**config.mk**
```make
export PLATFORM = sky130hd
export DESIGN_NAME = rapcores_spi_master
export DESIGN_NICKNAME = d
export VERILOG_FILES = /design/src/rtl/rapcores_spi_pkg.sv /design/src/rtl/rapcores_spi_shifter.sv /design/src/rtl/rapcores_spi_master.sv
export SDC_FILE = /design/constraint.sdc
export NUM_CORES = 1
export LEC_CHECK = 0
export CAP_MARGIN = 20
export CORE_MARGIN = 3
export CORE_UTILIZATION = 53
export CTS_CLUSTER_DIAMETER = 150
export DETAILED_ROUTE_END_ITERATION = 6
export PLACE_DENSITY = 0.73
export SYNTH_ARGS = -nofsm -noshare
export SYNTH_HDL_FRONTEND = slang
export SYNTH_SLANG_ARGS = --single-unit
```
**constraint.sdc**
```tcl
create_clock -name wb_clk_i -period 4.1 [get_ports wb_clk_i]
set_input_delay 1.23 -clock wb_clk_i [delete_from_list [all_inputs] [get_ports wb_clk_i]]
set_output_delay 1.23 -clock wb_clk_i [all_outputs]
set_load 0.02 [all_outputs]
```
**src/rtl/rapcores_spi_pkg.sv**
```systemverilog
// Shared constants for the rapcores Wishbone-to-SPI bridge: register map, CTRL bits, FSM states.
package rapcores_spi_pkg;

    localparam int MAX_WORD_BITS = 64;

    localparam logic [2:0] REG_CTRL   = 3'd0;
    localparam logic [2:0] REG_TX0    = 3'd1;
    localparam logic [2:0] REG_TX1    = 3'd2;
    localparam logic [2:0] REG_RX0    = 3'd3;
    localparam logic [2:0] REG_RX1    = 3'd4;
    localparam logic [2:0] REG_CLKDIV = 3'd5;

    localparam int CTRL_START = 0;
    localparam int CTRL_DONE  = 1;

    typedef enum logic [1:0] {
        ST_IDLE,
        ST_CS_SETUP,
        ST_SHIFT,
        ST_CS_HOLD
    } spi_state_e;

    function automatic logic [31:0] merge_bytes(input logic [31:0] old_v,
                                                input logic [31:0] new_v,
                                                input logic [3:0]  sel);
        logic [31:0] res;
        for (int i = 0; i < 4; i++)
            res[8*i +: 8] = sel[i] ? new_v[8*i +: 8] : old_v[8*i +: 8];
        return res;
    endfunction

endpackage

```
**src/rtl/rapcores_spi_shifter.sv**
```systemverilog
// Mode-0, MSB-first SPI word engine; one transfer takes (div+1)*(2*WORD_BITS+2) cycles.
// START is only honoured in IDLE; rx updates once, when CS releases.
module rapcores_spi_shifter
    import rapcores_spi_pkg::*;
#(
    parameter int WORD_BITS = 64
) (
    input  logic                 wb_clk_i,
    input  logic                 resetn,
    input  logic                 start,
    input  logic [WORD_BITS-1:0] tx,
    input  logic [15:0]          div,
    input  logic                 spi_cipo_i,
    output logic                 busy,
    output logic [WORD_BITS-1:0] rx,
    output logic                 done_pulse,
    output logic                 spi_sck_o,
    output logic                 spi_cs_o,
    output logic                 spi_copi_o
);

    localparam int HW = $clog2(2*WORD_BITS);
    localparam logic [HW-1:0] LAST_HALF = HW'(2*WORD_BITS-1);

    spi_state_e           state, state_nxt;
    logic [15:0]          div_q, cnt;
    logic [HW-1:0]        half;
    logic [WORD_BITS-1:0] tx_sr, rx_sr;
    logic                 tick;

    assign tick = (cnt == 16'd0);
    assign busy = (state != ST_IDLE);

    always_comb begin
        state_nxt = state;
        case (state)
            ST_IDLE:     if (start) state_nxt = ST_CS_SETUP;
            ST_CS_SETUP: if (tick) state_nxt = ST_SHIFT;
            ST_SHIFT:    if (tick && half == LAST_HALF) state_nxt = ST_CS_HOLD;
            ST_CS_HOLD:  if (tick) state_nxt = ST_IDLE;
            default:     state_nxt = ST_IDLE;
        endcase
    end

    always_ff @(posedge wb_clk_i) begin
        if (!resetn) begin
            state      <= ST_IDLE;
            div_q      <= '0;
            cnt        <= '0;
            half       <= '0;
            tx_sr      <= '0;
            rx_sr      <= '0;
            rx         <= '0;
            done_pulse <= 1'b0;
            spi_sck_o  <= 1'b0;
            spi_cs_o   <= 1'b1;
            spi_copi_o <= 1'b0;
        end else begin
            state      <= state_nxt;
            done_pulse <= 1'b0;
            if (state != ST_IDLE)
                cnt <= tick ? div_q : cnt - 16'd1;
            case (state)
                ST_IDLE: if (start) begin
                    tx_sr      <= tx;
                    div_q      <= div;
                    cnt        <= div;
                    half       <= '0;
                    rx_sr      <= '0;
                    spi_cs_o   <= 1'b0;
                    spi_copi_o <= tx[WORD_BITS-1];
                end
                ST_CS_SETUP: if (tick) begin
                    spi_sck_o <= 1'b1;
                    rx_sr     <= {rx_sr[WORD_BITS-2:0], spi_cipo_i};
                end
                ST_SHIFT: if (tick) begin
                    half <= half + 1'b1;
                    // even half-periods are SCK high, so their end is a falling edge
                    if (!half[0]) begin
                        spi_sck_o  <= 1'b0;
                        tx_sr      <= {tx_sr[WORD_BITS-2:0], 1'b0};
                        spi_copi_o <= tx_sr[WORD_BITS-2];
                    end else if (half != LAST_HALF) begin
                        spi_sck_o <= 1'b1;
                        rx_sr     <= {rx_sr[WORD_BITS-2:0], spi_cipo_i};
                    end
                end
                ST_CS_HOLD: if (tick) begin
                    spi_cs_o   <= 1'b1;
                    spi_copi_o <= 1'b0;
                    rx         <= rx_sr;
                    done_pulse <= 1'b1;
                end
                default: ;
            endcase
        end
    end

endmodule

```
**src/rtl/rapcores_spi_master.sv**
```systemverilog
// Wishbone register file in front of the SPI shifter; every access acks exactly one cycle after
// acceptance, so the bus completes at most one access per two cycles and never stalls on a transfer.
module rapcores_spi_master
    import rapcores_spi_pkg::*;
#(
    parameter int WORD_BITS   = 64,
    parameter int DEFAULT_DIV = 4
) (
    input  logic        wb_clk_i,
    input  logic        resetn,
    input  logic        wbs_cyc_i,
    input  logic        wbs_stb_i,
    input  logic        wbs_we_i,
    input  logic [3:0]  wbs_sel_i,
    input  logic [31:0] wbs_adr_i,
    input  logic [31:0] wbs_dat_i,
    output logic        wbs_ack_o,
    output logic [31:0] wbs_dat_o,
    output logic        spi_sck_o,
    output logic        spi_cs_o,
    output logic        spi_copi_o,
    input  logic        spi_cipo_i,
    output logic        busy_o,
    output logic        done_o
);

    localparam logic [MAX_WORD_BITS-1:0] TX_MASK = {MAX_WORD_BITS{1'b1}} >> (MAX_WORD_BITS - WORD_BITS);

    logic [MAX_WORD_BITS-1:0] tx_q, rx_ext;
    logic [WORD_BITS-1:0]     rx;
    logic [15:0]              clkdiv_q;
    logic [31:0]              rd_dat;
    logic [2:0]               adr_idx;
    logic                     acc, wr_acc, ctrl_wr, start, w1c, busy, done_pulse, done_q;
    logic                     unused_adr;

    assign unused_adr = ^{wbs_adr_i[31:5], wbs_adr_i[1:0]};
    assign adr_idx    = wbs_adr_i[4:2];
    assign acc        = wbs_cyc_i & wbs_stb_i & ~wbs_ack_o;
    assign wr_acc     = acc & wbs_we_i;
    assign ctrl_wr    = wr_acc & (adr_idx == REG_CTRL) & wbs_sel_i[0];
    assign start      = ctrl_wr & wbs_dat_i[CTRL_START] & ~busy;
    assign w1c        = ctrl_wr & wbs_dat_i[CTRL_DONE];
    assign rx_ext     = MAX_WORD_BITS'(rx);
    assign busy_o     = busy;
    assign done_o     = done_q;

    always_comb begin
        rd_dat = '0;
        case (adr_idx)
            REG_CTRL: begin
                rd_dat[CTRL_START] = busy;
                rd_dat[CTRL_DONE]  = done_q;
            end
            REG_TX0:    rd_dat = tx_q[31:0];
            REG_TX1:    rd_dat = tx_q[63:32];
            REG_RX0:    rd_dat = rx_ext[31:0];
            REG_RX1:    rd_dat = rx_ext[63:32];
            REG_CLKDIV: rd_dat = {16'd0, clkdiv_q};
            default:    rd_dat = '0;
        endcase
    end

    always_ff @(posedge wb_clk_i) begin
        if (!resetn) begin
            wbs_ack_o <= 1'b0;
            wbs_dat_o <= '0;
            tx_q      <= '0;
            clkdiv_q  <= 16'(DEFAULT_DIV);
            done_q    <= 1'b0;
        end else begin
            wbs_ack_o <= acc;
            if (acc)
                wbs_dat_o <= wbs_we_i ? 32'd0 : rd_dat;
            // a completion landing in the same cycle as a clear keeps the flag set
            done_q <= done_pulse | (done_q & ~w1c);
            if (wr_acc) begin
                case (adr_idx)
                    REG_TX0: tx_q[31:0]  <= merge_bytes(tx_q[31:0], wbs_dat_i, wbs_sel_i) & TX_MASK[31:0];
                    REG_TX1: tx_q[63:32] <= merge_bytes(tx_q[63:32], wbs_dat_i, wbs_sel_i) & TX_MASK[63:32];
                    REG_CLKDIV: begin
                        if (wbs_sel_i[0]) clkdiv_q[7:0]  <= wbs_dat_i[7:0];
                        if (wbs_sel_i[1]) clkdiv_q[15:8] <= wbs_dat_i[15:8];
                    end
                    default: ;
                endcase
            end
        end
    end

    rapcores_spi_shifter #(.WORD_BITS(WORD_BITS)) u_shifter (
        .wb_clk_i   (wb_clk_i),
        .resetn     (resetn),
        .start      (start),
        .tx         (tx_q[WORD_BITS-1:0]),
        .div        (clkdiv_q),
        .spi_cipo_i (spi_cipo_i),
        .busy       (busy),
        .rx         (rx),
        .done_pulse (done_pulse),
        .spi_sck_o  (spi_sck_o),
        .spi_cs_o   (spi_cs_o),
        .spi_copi_o (spi_copi_o)
    );

endmodule

```
# Yosys cells after proc, flatten, opt, wreduce, memory -nomap -nowiden
# Index checks and enable logic that the tools add are counted.
[op_classes]
n_addsub = 2
multipliers = 0
n_div = 0
order_cmp = 0
eq_ne = 19
n_shift = 0
mux = 38
bitwise_logic = 13
n_reduce_logical = 30
[op_table]
columns = ["operator", "n"]
rows = [
  ["64-bit 2-to-1 mux", 5],
  ["64-bit case mux with 3 select lines", 1],
  ["63-bit 2-to-1 mux", 3],
  ["30-bit case mux with 5 select lines", 1],
  ["63-bit case mux with 2 select lines", 1],
  ["16-bit 2-to-1 mux", 4],
  ["3-bit AND reduction", 12],
  ["32-bit 2-to-1 mux", 1],
  ["16-bit zero test", 1],
  ["16-bit by 1-bit subtractor with 16-bit output (second input constant)", 1],
  ["7-bit 2-to-1 mux", 2],
  ["7-bit case mux with 2 select lines", 1],
  ["2-bit by 1-bit != test with 1-bit output (second input constant)", 6],
  ["2-bit case mux with 6 select lines", 1],
  ["4-bit AND reduction", 3],
  ["1-bit 2-to-1 mux", 10],
  ["1-bit AND", 9],
  ["2-bit 2-to-1 mux", 4],
  ["2-bit case mux with 4 select lines", 1],
  ["2-bit nonzero test", 4],
  ["7-bit by 1-bit adder with 7-bit output (second input constant)", 1],
  ["7-bit equality test (second input constant)", 1],
  ["7-bit != test (second input constant)", 1],
  ["3-bit by 2-bit equality test with 1-bit output (second input constant)", 2],
  ["17 further kinds", 26],
]
[totals]
ff_bits = 350
latchBits = 0
ramBits = 0
mem_bits_ro = 0
in_bits = 74
output_inout_bits = 38
wordCells = 126
mem_count = 0

# Longest topological paths before layout
[logic_depth]
depth_word = 9
mapped_depth = 11
depth_no_buf = 7

# Hierarchy
# From an unflattened synthesis, not the netlist that was laid out.
[hier_totals]
hier_cells = 1710
area_unflattened_um2 = 15725.1
[by_module_without_submodules]
columns = ["module", "instances", "cells_per_inst", "area_each_um2", "seq_area_each_um2"]
rows = [
  ["rapcores_spi_shifter", 1, 1175, 10326.2, 4724.5],
  ["rapcores_spi_master", 1, 535, 5398.9, 2282.2],
]

# Worst setup path after synthesis
# Ideal clock, no wire load.
[synth_path]
kind = "input-to-reg"
start = "in wbs_adr_i[2]"
end = "reg u_shifter.div_q[10]"
setup_ns = 0.070
arrival_time_ns = 3.234
path_slack_ns = 0.796
stages = 8
path_buffers = 3
path_cell_list = "clkbuf_1 nor4b_1 nand3_1 clkbuf_1 nor2_1 clkbuf_1 nand2_1 a21oi_1"
[synth_via]
elab_chain_len = 6
[synth_lines]
columns = ["element", "line", "text"]
rows = [
  ["from (decl)", "rapcores_spi_master.sv:15", "input logic [31:0] wbs_adr_i,"],
  ["3-bit zero test", "rapcores_spi_master.sv:41", "assign ctrl_wr = wr_acc & (adr_idx == REG_CTRL) & wbs_sel_i[0];"],
  ["1-bit AND (2 in series)", "rapcores_spi_master.sv:41", ""],
  ["1-bit AND (2 in series)", "rapcores_spi_master.sv:42", "assign start = ctrl_wr & wbs_dat_i[CTRL_START] & ~busy;"],
  ["2-bit AND reduction (no line)", "-", ""],
  ["to (signal assigned)", "rapcores_spi_shifter.sv:66", "div_q <= div;"],
  ["to (decl)", "rapcores_spi_shifter.sv:26", "logic [15:0] div_q, cnt;"],
]
# Every way passes these cells.
# A chain may end at the register's enable or synchronous reset.

# Worst setup path in the final report
[layout_path]
start = "in wbs_adr_i[2]"
end = "reg tx_q[10]"
[layout_via]
elab_chain_len = 2
[layout_lines]
columns = ["element", "line", "text"]
rows = [
  ["3-bit by 1-bit equality test with 1-bit output", "rapcores_spi_master.sv:78", "case (adr_idx)"],
  ["3-bit AND reduction (no line)", "-", ""],
  ["to (signal assigned)", "rapcores_spi_master.sv:79", "REG_TX0: tx_q[31:0] <= merge_bytes(tx_q[31:0], wbs_dat_i, wbs_sel_i) & TX_MASK[31:0];"],
  ["to (decl)", "rapcores_spi_master.sv:29", "logic [MAX_WORD_BITS-1:0] tx_q, rx_ext;"],
]
# Every way passes these cells.

==> load_flow_metrics.sql <==
INSERT INTO impl_metrics (metric_group, metric, value, unit) VALUES
('outcome', 'outcome', 'finished clean', ''),
('worst_setup_path', 'worst_setup_path_end_kind', 'flip-flop', ''),
('sta', 'fin_tns_setup', '0', 'ns'),
('power', 'pwr_density_cell', '495.8', 'mW/mm2'),
('grt', 'grt.met1_usage', '36.71', '%'),
('sta', 'worst_hold_slack_after_final_layout', '0.4392', 'ns'),
('sta', 'fmax', '0.3025', 'GHz'),
('detailed_routing', 'remaining_antenna_violation_count_after_routing', '0', ''),
('synthesis', 'netlist_area', '0.01452', 'mm2'),
('worst_setup_path', 'worst-setup-path-type', 'in -> reg', ''),
('grt', 'busiest_layer', 'met2', ''),
('grt', 'grt_pass1_vias', '11247', ''),
('grt', 'grt.total_usage', '25.34', '%'),
('clock_tree', 'clock_tree_from_tritoncts', 'yes', ''),
('grt', 'total_congestion_overflow', '0', ''),
('worst_setup_path', 'worst_setup_path_start_kind', 'input port', ''),
('clock_tree', 'hold_buffers', '0', ''),
('clock_tree', 'htree_levels', '2', ''),
('detailed_routing', 'drt-wirelength-per-cell', '19.42', 'um'),
('sta', 'setup-violations-final', '0', ''),
('sta', 'grt_setup_unrepaired', 'false', ''),
('detailed_routing', 'drtPass1Iterations', '5', ''),
('floorplan', 'initial_utilization', '54.77', '%'),
('final_layout', 'growth_of_design_area_from_synthesis_to_finish', '16.04', '%'),
('floorplan', 'die-height', '171.5', 'um'),
('detailed_routing', 'dr_total_vias', '11973', ''),
('clock_tree', 'max-clock-path-buffers', '3', ''),
('sta', 'timing.final.hold_violations', '0', ''),
('final_layout', 'n_antenna_cell', '0', ''),
('run', 'max_capacitance_violation_total', '0', ''),
('place', 'routabilityCongestion', '0.8793', ''),
('hold_path', 'hold_class', 'reg -> reg', ''),
('clock_tree', 'post_cts.resized_instances', '0', ''),
('floorplan', 'row_count', '59', ''),
('grt', 'global_routing_usage_on_met3', '3.493', '%'),
('grt', 'number_of_antenna_violations_at_the_first_check_in_global_routing', '0', ''),
('detailed_routing', 'wirelength', '38250', 'um'),
('sta', 'min_period_over_period', '80.63', '%'),
('final_layout', 'finalNetCount', '1689', ''),
('synthesis', 'postSynth.topFlopCell', 'dfxtp_1', ''),
('synthesis', 'ys_async_sr_fraction', '0', '%'),
('floorplan', 'pin_count', '112', ''),
('worst_setup_path', 'cp_max_fo', '41', ''),
('sta', 'finalMaxSlewViolations', '0', ''),
('place', 'numPortBuffers', '82', ''),
('grt', 'grt_pass1_wl', '60730', 'um'),
('synthesis', 'yosys_warnings', '0', ''),
('clock_tree', 'cts_root_buf', 'clkbuf_16', ''),
('place', 'post-dp-hpwl', '24700', 'um'),
('worst_setup_path', 'reg2regPathDepth', '9', ''),
('synthesis', 'synth_enable_flop_cells', '0', ''),
('hold_path', 'holdPathStages', '2', ''),
('floorplan', 'placeableCoreArea', '0.02650', 'mm2'),
('clock_tree', 'cts_num_sinks', '350', ''),
('detailed_routing', 'drc_errors', '0', ''),
('clock_tree', 'cts.repair_timing.setup_buffer_count', '0', ''),
('synthesis', 'syn-num-nets', '1655', ''),
('detailed_routing', 'drt_first_iter_violations', '1327', ''),
('final_layout', 'final_core_util', '63.56', '%'),
('synthesis', 'ys_seq_area_share', '48.27', '%'),
('sta', 'timing_worst_slew_pin_value', '0.9956', 'ns'),
('synthesis', 'register_bit_count_reported_by_yosys', '350', ''),
('clock_tree', 'numCtsBuffers', '36', ''),
('final_layout', 'final_layout_size_suffix_gt1_share', '7.895', '%'),
('power', 'vdd_ir_drop_max', '393.6', 'uV'),
('floorplan', 'dieArea', '0.02941', 'mm2'),
('synthesis', 'postSynthCellCount', '1574', ''),
('sta', 'min_period', '3.306', 'ns'),
('worst_setup_path', 'worst-endpoint-arrival', '3.69', 'ns'),
('grt', 'groute.layer.met2.usage', '40.36', '%'),
('power', 'leakage', '6.134', 'nW'),
('final_layout', 'multi_input_comb_area', '0.006819', 'mm2'),
('clock_tree', 'clock_latency', '0.52', 'ns'),
('final_layout', 'regArea', '0.007007', 'mm2'),
('clock_tree', 'cts.reportedPaths.clkPinSlew', '0.06', 'ns'),
('detailed_routing', 'vias_per_cell', '6.081', ''),
('worst_setup_path', 'critical_path_required', '4.48', 'ns'),
('synthesis', 'post_synth_num_cell_types', '63', ''),
('sta', 'finalClockSkew', '0.02019', 'ns'),
('floorplan', 'die_width', '171.5', 'um'),
('sta', 'max_slew_margin', '33.07', '%'),
('final_layout', 'fillerInstances', '2153', ''),
('grt', 'maximum_number_of_pins_on_one_net_before_global_route_repair', '122', ''),
('synthesis', 'synth.avg_cell_area', '9.222', 'um2');
==> per-stage QoR <==
step	instances	instance area, um2	setup slack, ns	power, mW
final	1969	16840	0.7942	8.351
after detailed placement	1904	15530	0.3337	4.828
after global placement	1904	15530	0.3610	4.804
after CTS	1968	16830	0.8584	8.354
after global routing	1969	16840	0.6357	8.650
after floorplan	1574	14520	0.7959	4.512
==> layout make-up <==
class                           count  share of cell area [%]
Sequential cell                   350                   41.60
Inverter                           12                  0.3120
Timing Repair Buffer              130                   7.406
Multi-Input combinational cell   1078                   40.48
Clock inverter                     14                   1.560
Tap cell                          335                   2.488
Clock buffer                       50                   6.151
==> registers in the layout, indices dropped and copies added (netlist names), 2 cells and up <==
register         count
u_shifter.tx_sr     63
u_shifter.state      2
u_shifter.div_q     16
u_shifter.half       7
u_shifter.rx_sr     64
clkdiv_q            16
u_shifter.rx        64
u_shifter.cnt       16
wbs_dat_o           32
tx_q                64
==> critical path: stages <==
cell and delay (ns):
clkdlybuf4s50_1 0.55, buf_4 0.38, nor3b_2 0.31, buf_12 0.27
nand3_1 0.49, mux2i_1 0.36, nor2_1 0.08
==> path summary, 6_finish.rpt <==
check,endpoint,start,slack (ns)
worst min-delay path,done_o,u_shifter.done_pulse,0.44
worst max register to register,u_shifter.tx_sr[10],u_shifter.cnt[0],0.81
worst max-delay path,tx_q[10],wbs_adr_i[2],0.79
worst min register to register,done_o,u_shifter.done_pulse,0.44
==> layer usage <==
metal / wire (um) / vias to the layer above
met5: 0 / -
met4: 567 / 0
met3: 1967 / 47
met2: 17760 / 327
met1: 17950 / 5866
li1: - / 5733
==> Yosys cell counts, types with 3 or more instances <==
library cell	instances	share of area [%]
o21ai_0	20	0.69
o211ai_1	7	0.36
o2bb2ai_1	14	0.84
a22oi_1	47	2.4
o21a_1	5	0.26
nor2_1	113	2.9
buf_4	9	0.47
buf_1	5	0.13
a221o_1	14	0.97
nand3_1	40	1.4
nand2_1	216	5.6
nor3b_1	4	0.21
clkbuf_1	90	2.3
nor2b_1	4	0.17
nand2b_1	3	0.13
nor4_2	3	0.26
ha_1	7	0.60
dfxtp_1	350	48
buf_6	19	1.5
xor2_1	3	0.18
o22ai_1	7	0.30
o32ai_1	3	0.18
a211oi_1	64	3.3
nor4_1	4	0.17
a21oi_1	211	7.3
a31oi_1	6	0.26
mux2i_1	149	10
xnor2_1	8	0.48
inv_1	12	0.31
and2_1	4	0.17
buf_2	11	0.38
mux2_2	5	0.39
nor3_1	8	0.28
and3_1	9	0.39
a22o_1	64	3.9
==> power by group <==
group / total, mW / internal, mW / switching, mW
logic: 1.30 / 0.443 / 0.858
registers: 3.49 / 3.44 / 0.0487
clock network: 3.56 / 2.21 / 1.35
total: 8.35 / 6.10 / 2.25
==> cell usage in the layout (no fill, tap or decap), types with 8 or more instances in the layout <==
cell	synthesis	layout
a22oi_1	47	47
clkbuf_1	90	8
nand2_1	216	215
a21oi_1	211	211
and3_1	9	9
nand3_1	40	40
a221o_1	14	14
xnor2_1	8	8
o2bb2ai_1	14	14
a211oi_1	64	64
nor3_1	8	8
clkbuf_16	0	38
a22o_1	64	64
nor2_1	113	112
clkdlybuf4s50_1	0	82
o21ai_0	20	20
mux2i_1	149	149
dfxtp_1	350	350
inv_1	12	11
buf_4	9	42
==> logic make-up after synthesis <==
logic type                 count (synthesis)  share of synthesized area [%]
and+or+nand+nor                          424                          12.56
AOI/OAI and AO/OA                        482                          22.15
buffers and inverters                    146                          5.086
adders and majority gates                  7                         0.6034
muxes                                    154                          10.66
DFF                                      350                          48.27
xor gates and xnor gates                  11                         0.6638
(Power assumes the default switching activity.)
